$ cat src/rtl/triangle_assembler.sv
// Triangle assembler: caches one object's vertices, then walks an index ROM and streams
// NUM_TRI triangles as three corners each over valid/ready; IDX_LAT+4 cycles per triangle minimum.
module triangle_assembler #(
  parameter int NUM_VERT = 8,
  parameter int NUM_TRI  = 12,
  parameter int IDX_W    = 8,
  parameter int IDX_LAT  = 2
) (
  input  logic                       clk_in,
  input  logic                       rst_in,
  input  logic [3:0][31:0]           vert_in,
  input  logic                       valid_in,
  input  logic                       obj_done_in,
  output logic [$clog2(NUM_TRI)-1:0] idx_addr_out,
  input  logic [3*IDX_W-1:0]         idx_data_in,
  output logic [3:0][31:0]           tri_vert_out,
  output logic [1:0]                 tri_corner_out,
  output logic                       tri_valid_out,
  input  logic                       tri_ready_in,
  output logic                       tri_last_out,
  output logic                       done_out,
  output logic [1:0]                 err_out
);
  localparam int VA_W  = (NUM_VERT > 1) ? $clog2(NUM_VERT) : 1;
  localparam int CNT_W = $clog2(NUM_VERT + 1);
  localparam int TRI_W = $clog2(NUM_TRI);
  localparam int LAT_W = (IDX_LAT > 0) ? $clog2(IDX_LAT + 1) : 1;

  typedef logic [3:0][31:0] vert_t;
  typedef enum logic [1:0] {LOAD = 2'd0, FETCH = 2'd1, EMIT = 2'd2} state_t;

  state_t                state, state_nxt;
  vert_t                 cache [NUM_VERT];
  logic [CNT_W-1:0]      wr_ptr, vcount;
  logic [TRI_W-1:0]      tri_cnt;
  logic [1:0]            corner;
  logic [LAT_W-1:0]      lat_cnt;
  logic [2:0][IDX_W-1:0] idx;
  logic [1:0]            err;

  logic             wr_en, load_exit, capture, emitting, handshake, next_tri, finish;
  logic             last_tri, out_of_range;
  logic [IDX_W-1:0] cur_idx;

  assign last_tri = (tri_cnt == TRI_W'(NUM_TRI - 1));

  always_comb begin
    cur_idx = idx[0];
    case (corner)
      2'd1:    cur_idx = idx[1];
      2'd2:    cur_idx = idx[2];
      default: cur_idx = idx[0];
    endcase
  end

  // Indices past the loaded vertex count read as zero and flag an error.
  assign out_of_range = ({{CNT_W{1'b0}}, cur_idx} >= {{IDX_W{1'b0}}, vcount});

  always_ff @(posedge clk_in) begin
    if (!rst_in) begin
      state <= LOAD;
    end else begin
      state <= state_nxt;
    end
  end

  always_comb begin
    state_nxt = state;
    wr_en     = 1'b0;
    load_exit = 1'b0;
    capture   = 1'b0;
    emitting  = 1'b0;
    handshake = 1'b0;
    next_tri  = 1'b0;
    finish    = 1'b0;
    case (state)
      LOAD: begin
        wr_en = valid_in;
        // A lone obj_done with nothing cached is ignored.
        if ((valid_in && wr_ptr == CNT_W'(NUM_VERT - 1)) ||
            (obj_done_in && (valid_in || wr_ptr != '0))) begin
          load_exit = 1'b1;
          state_nxt = FETCH;
        end
      end
      FETCH: begin
        if (lat_cnt == LAT_W'(IDX_LAT)) begin
          capture   = 1'b1;
          state_nxt = EMIT;
        end
      end
      EMIT: begin
        emitting  = 1'b1;
        handshake = tri_ready_in;
        if (handshake && corner == 2'd2) begin
          if (last_tri) begin
            finish    = 1'b1;
            state_nxt = LOAD;
          end else begin
            next_tri  = 1'b1;
            state_nxt = FETCH;
          end
        end
      end
      default: state_nxt = LOAD;
    endcase
  end

  always_ff @(posedge clk_in) begin
    if (rst_in && wr_en) begin
      cache[wr_ptr[VA_W-1:0]] <= vert_in;
    end
  end

  always_ff @(posedge clk_in) begin
    if (!rst_in) begin
      wr_ptr  <= '0;
      vcount  <= '0;
      tri_cnt <= '0;
      corner  <= '0;
      lat_cnt <= '0;
      idx     <= '0;
      err     <= '0;
    end else begin
      if (wr_en) begin
        wr_ptr <= wr_ptr + CNT_W'(1);
      end
      if (load_exit) begin
        vcount  <= wr_ptr + CNT_W'(valid_in);
        tri_cnt <= '0;
        lat_cnt <= '0;
      end
      if (state == FETCH) begin
        lat_cnt <= capture ? '0 : lat_cnt + LAT_W'(1);
      end
      if (capture) begin
        idx    <= idx_data_in;
        corner <= 2'd0;
      end
      if (handshake && corner != 2'd2) begin
        corner <= corner + 2'd1;
      end
      if (next_tri) begin
        tri_cnt <= tri_cnt + TRI_W'(1);
      end
      if (finish) begin
        wr_ptr  <= '0;
        tri_cnt <= '0;
        corner  <= '0;
      end
      if (valid_in && state != LOAD) begin
        err[0] <= 1'b1;
      end
      if (emitting && out_of_range) begin
        err[1] <= 1'b1;
      end
    end
  end

  always_comb begin
    tri_vert_out = '0;
    if (emitting && !out_of_range) begin
      tri_vert_out = cache[cur_idx[VA_W-1:0]];
    end
  end

  assign tri_valid_out  = emitting;
  assign tri_corner_out = corner;
  assign tri_last_out   = emitting && (corner == 2'd2) && last_tri;
  assign done_out       = tri_last_out && tri_ready_in;
  assign idx_addr_out   = tri_cnt;
  assign err_out        = err;

endmodule

$ cat config.mk
export PLATFORM = sky130hd
export DESIGN_NAME = triangle_assembler
export DESIGN_NICKNAME = d
export VERILOG_FILES = /design/src/rtl/triangle_assembler.sv
export SDC_FILE = /design/constraint.sdc
export NUM_CORES = 1
export LEC_CHECK = 0
export BUFFER_PORTS_ARGS = -buffer_cell sky130_fd_sc_hd__buf_4
export CORE_ASPECT_RATIO = 1.5
export CORE_MARGIN = 5
export CORE_UTILIZATION = 40
export CTS_BUF_LIST = sky130_fd_sc_hd__clkbuf_8
export DETAILED_ROUTE_END_ITERATION = 10
export PLACE_DENSITY = 0.63
export SETUP_SLACK_MARGIN = 0.02
export SLEW_MARGIN = 20
export SYNTH_ARGS = -nofsm -noshare
export SYNTH_HDL_FRONTEND = slang
export SYNTH_SLANG_ARGS = --single-unit
export TNS_END_PERCENT = 20
$ cat constraint.sdc
create_clock -name clk_in -period 9.22 [get_ports clk_in]
set_input_delay 1.383 -clock clk_in [delete_from_list [all_inputs] [get_ports clk_in]]
set_output_delay 1.383 -clock clk_in [all_outputs]
set_load 0.005 [all_outputs]
==> flow_metrics.env <==
export IMPL_outcome="complete, no violations"
export IMPL_final_setup_viol_count=0
export IMPL_final_hold_violation_count=0
export IMPL_final_antenna_net_count=0
export IMPL_post_cts_hold_buffer_count=0
export IMPL_cpMaxStageDelayCell="sky130_fd_sc_hd__buf_4"
export IMPL_syn_to_final_growth_pct=16.2
export IMPL_postSynthCellCount=2608
export IMPL_yosysSeqAreaShare_pct=76.9
export IMPL_finalWeightedCongestion=0.802
export IMPL_clkTransAtPathRegs_ps=60
export IMPL_detailroute_via_count=24500
export IMPL_dominantRegCellSynth="sky130_fd_sc_hd__edfxtp_1"
export IMPL_fp_dieArea_um2=110000
export IMPL_routed_wire_length_per_instance_um=25.0
export IMPL_critPathTopFamily="buffers and inverters"
export IMPL_layout_commonest_cell="sky130_fd_sc_hd__edfxtp_1"
export IMPL_clockRootBuffer="sky130_fd_sc_hd__clkbuf_8"
export IMPL_post_cts_resized=0
export IMPL_seq_area_um2=31600
export IMPL_tritoncts="done"
export IMPL_grt_antenna_before_repair=13
export IMPL_number_of_clock_sinks=1068
export IMPL_clk_latency_ps=830
export IMPL_io_pins=296
export IMPL_via_per_inst=5.55
export IMPL_clock_skew_final_ps=20.6
export IMPL_synth_edf_count=1024
export IMPL_total_length_of_routed_wires_um=110000
export IMPL_cts_buffers_inserted=159
export IMPL_synth_top_area_share_pct=74.7
export IMPL_grt_setup_unrepaired="no"
export IMPL_first_global_vias=25700
export IMPL_crit_top_cell="sky130_fd_sc_hd__buf_4"
export IMPL_critical_path_n_buffers_inverters=6
export IMPL_fmax_ghz=0.125
export IMPL_syn_area_um2=41100
export IMPL_post_cts_setup_buffer_count=0
export IMPL_tns_ps=0
export IMPL_critical_path_endpoint_category="primary output"
export IMPL_netlist_top_cell_by_area="sky130_fd_sc_hd__edfxtp_1"
export IMPL_die_h_um=403
export IMPL_num_fill_cells=8840
export IMPL_worst_slew_pin_transition_ps=1100
export IMPL_synth_yosys_warnings=0
export IMPL_cellPowerDensity_nw_per_um2=192
export IMPL_required_ps=7840
export IMPL_drive_gt1_share_pct=18.5
export IMPL_dr_pass1_iters=6
export IMPL_portBuffers=295
export IMPL_hpwl_um=60700
export IMPL_max_vdd_ir_drop_mv=0.147
export IMPL_critPathLaunchType="flip-flop"
export IMPL_final_net_count=3117
export IMPL_synth_seq_cells=1068
export IMPL_grt_pass1_wl_um=162000
export IMPL_layout_cell_area_non_filler_um2=47800
export IMPL_drt_iter0_markers=1771
export IMPL_report_final_slew_viol_count=0
export IMPL_dieWidth_um=272
export IMPL_floorplan_initialDensity_pct=40.1
export IMPL_finalWorstPathRequiredPeriod_ps=8010
export IMPL_overflow=0
export IMPL_layout_worst_path_cycle_share_pct=86.9
export IMPL_mappedNetlistNets=2776
export IMPL_cp_max_fo=71
export IMPL_avgSynthCellArea_um2=15.8
export IMPL_min_path_type="reg2reg"
export IMPL_critPathArrivalTime_ps=6630
export IMPL_layout_common_cells="1,024 x sky130_fd_sc_hd__edfxtp_1, 571 x sky130_fd_sc_hd__nand2_1, 341 x sky130_fd_sc_hd__buf_4"
export IMPL_multi_input_gate_area_in_the_final_layout_um2=8840
export IMPL_timing_max_cap_violations=0
export IMPL_std_cell_rows=144
export IMPL_path_class="reg2out"
export IMPL_grtUsageTotal_pct=19.6
export IMPL_placedInstanceArea_um2=44800
export IMPL_synth_async_sr_flop_share_pct=0
export IMPL_ctsLongestPathBuffers=3
export IMPL_critPathMaxStageDelay_ps=800
export IMPL_fp_coreArea_um2=103000
export IMPL_path_cells="inv_1 > ha_1 > nand2_1 > o21ai_4 > buf_4 > clkinv_2 > buf_4 > ha_1 > nand2b_1 > a211o_1 > a211oi_2 > and2_4 > buf_4 > and3_1 > buf_4"
export IMPL_clock_tree_htree_level_count=4
export IMPL_unique_cell_type_count_in_the_yosys_netlist=49
export IMPL_slew_headroom_pct=26.6
export IMPL_drcViolationCount=0
export IMPL_leakage_nw=16.1
export IMPL_synth_top_cells_by_area="sky130_fd_sc_hd__edfxtp_1 75%, sky130_fd_sc_hd__mux2i_1 6.3%, sky130_fd_sc_hd__a32oi_1 5.4%, sky130_fd_sc_hd__nand2_1 5.2%, sky130_fd_sc_hd__dfxtp_1 2.1%"
export IMPL_pin_count_of_the_biggest_net_entering_global_routing=120
-- kinds of logic after synthesis --
family          share of synthesized area [%]
compound gates                           6.49
mux                                      6.25
simple gates                             8.01
buf+inv                                  1.97
xor+xnor                               0.0639
fa+ha+maj                               0.335
flops                                    76.9
-- area by class of cell --
cell class | instances | share of cell area, %
diodes | 14 | 0.0733
clock buffers | 164 | 4.72
multi-input cells | 1361 | 18.5
well taps | 1314 | 3.44
repair buffers | 345 | 5.52
flip-flops and latches | 1068 | 66.2
clock inverters | 127 | 1.43
inverters | 14 | 0.128
-- worst min-delay path, cell delays in order, from the launching register on --
cell and delay [ps]:
sky130_fd_sc_hd__dfxtp_1 310, sky130_fd_sc_hd__inv_1 50, sky130_fd_sc_hd__a21oi_1 50
-- routing by layer --
layer / track usage, % / vias up / wire length, um
li1: - / 10800 / -
met1: 24.0 / 12500 / 43400
met2: 33.8 / 866 / 56200
met3: 4.49 / 226 / 7040
met4: 7.93 / 4 / 3690
met5: 0 / - / 20
-- Yosys cell counts (all sizes together) (3+ instances only) --
cell type / number
clkbuf: 74
nand3b: 5
nor2b: 3
nand2: 571
nor2: 30
and3: 128
a21oi: 37
o21ai: 7
or3: 5
a32oi: 254
nand3: 10
mux2i: 257
o21a: 4
ha: 11
edfxtp: 1024
inv: 14
a22oi: 4
nand2b: 4
buf: 91
dfxtp: 44
a211oi: 4
-- per-stage QoR --
| stage | power (mW) | instances | worst slack [ps] | hold WS, ps | utilization (%) |
|---|---|---|---|---|---|
| finish | 9.18 | 4407 | 1210 | 447 | 46.6 |
| global route | 9.53 | 4400 | 786 | 470 | 46.6 |
| CTS | 9.29 | 4393 | 1090 | 449 | 46.6 |
| detailed placement | 5.73 | 4102 | 2050 | 439 | 43.7 |
| global placement | 5.72 | 4101 | 2150 | 442 | 43.7 |
| floorplan | 5.59 | 2608 | 1210 | 431 | - |
-- sequential cells by signal (all words and copies together) (netlist names) --
name            flops
wr_ptr              4
tri_corner_out      2
idx_addr_out        4
cache            1024
err_out             2
idx                24
vcount              4
state               2
lat_cnt             2
-- path summary, 6_finish.rpt --
| kind | from | to | slack [ps] | depth (start not counted) |
|---|---|---|---|---|
| hold / removal | err_out[0]$_SDFFE_PN0P_ | err_out[0]$_SDFFE_PN0P_ | 450 | 2 |
| hold reg to reg | err_out[0]$_SDFFE_PN0P_ | err_out[0]$_SDFFE_PN0P_ | 450 | 2 |
| setup reg to reg | tri_corner_out[0]$_SDFFE_PP0P_ | err_out[1]$_SDFFE_PN0P_ | 5290 | 13 |
| setup / recovery | tri_corner_out[0]$_SDFFE_PP0P_ | tri_vert_out[83] | 1210 | 15 |
-- where the power goes --
part | total, mW | internal, mW | switching [mW]
Clock | 3.56 | 1.75 | 1.80
Sequential | 5.39 | 5.37 | 0.0145
Combinational | 0.241 | 0.0841 | 0.157
No activity file was read; power rests on OpenSTA's default activity.
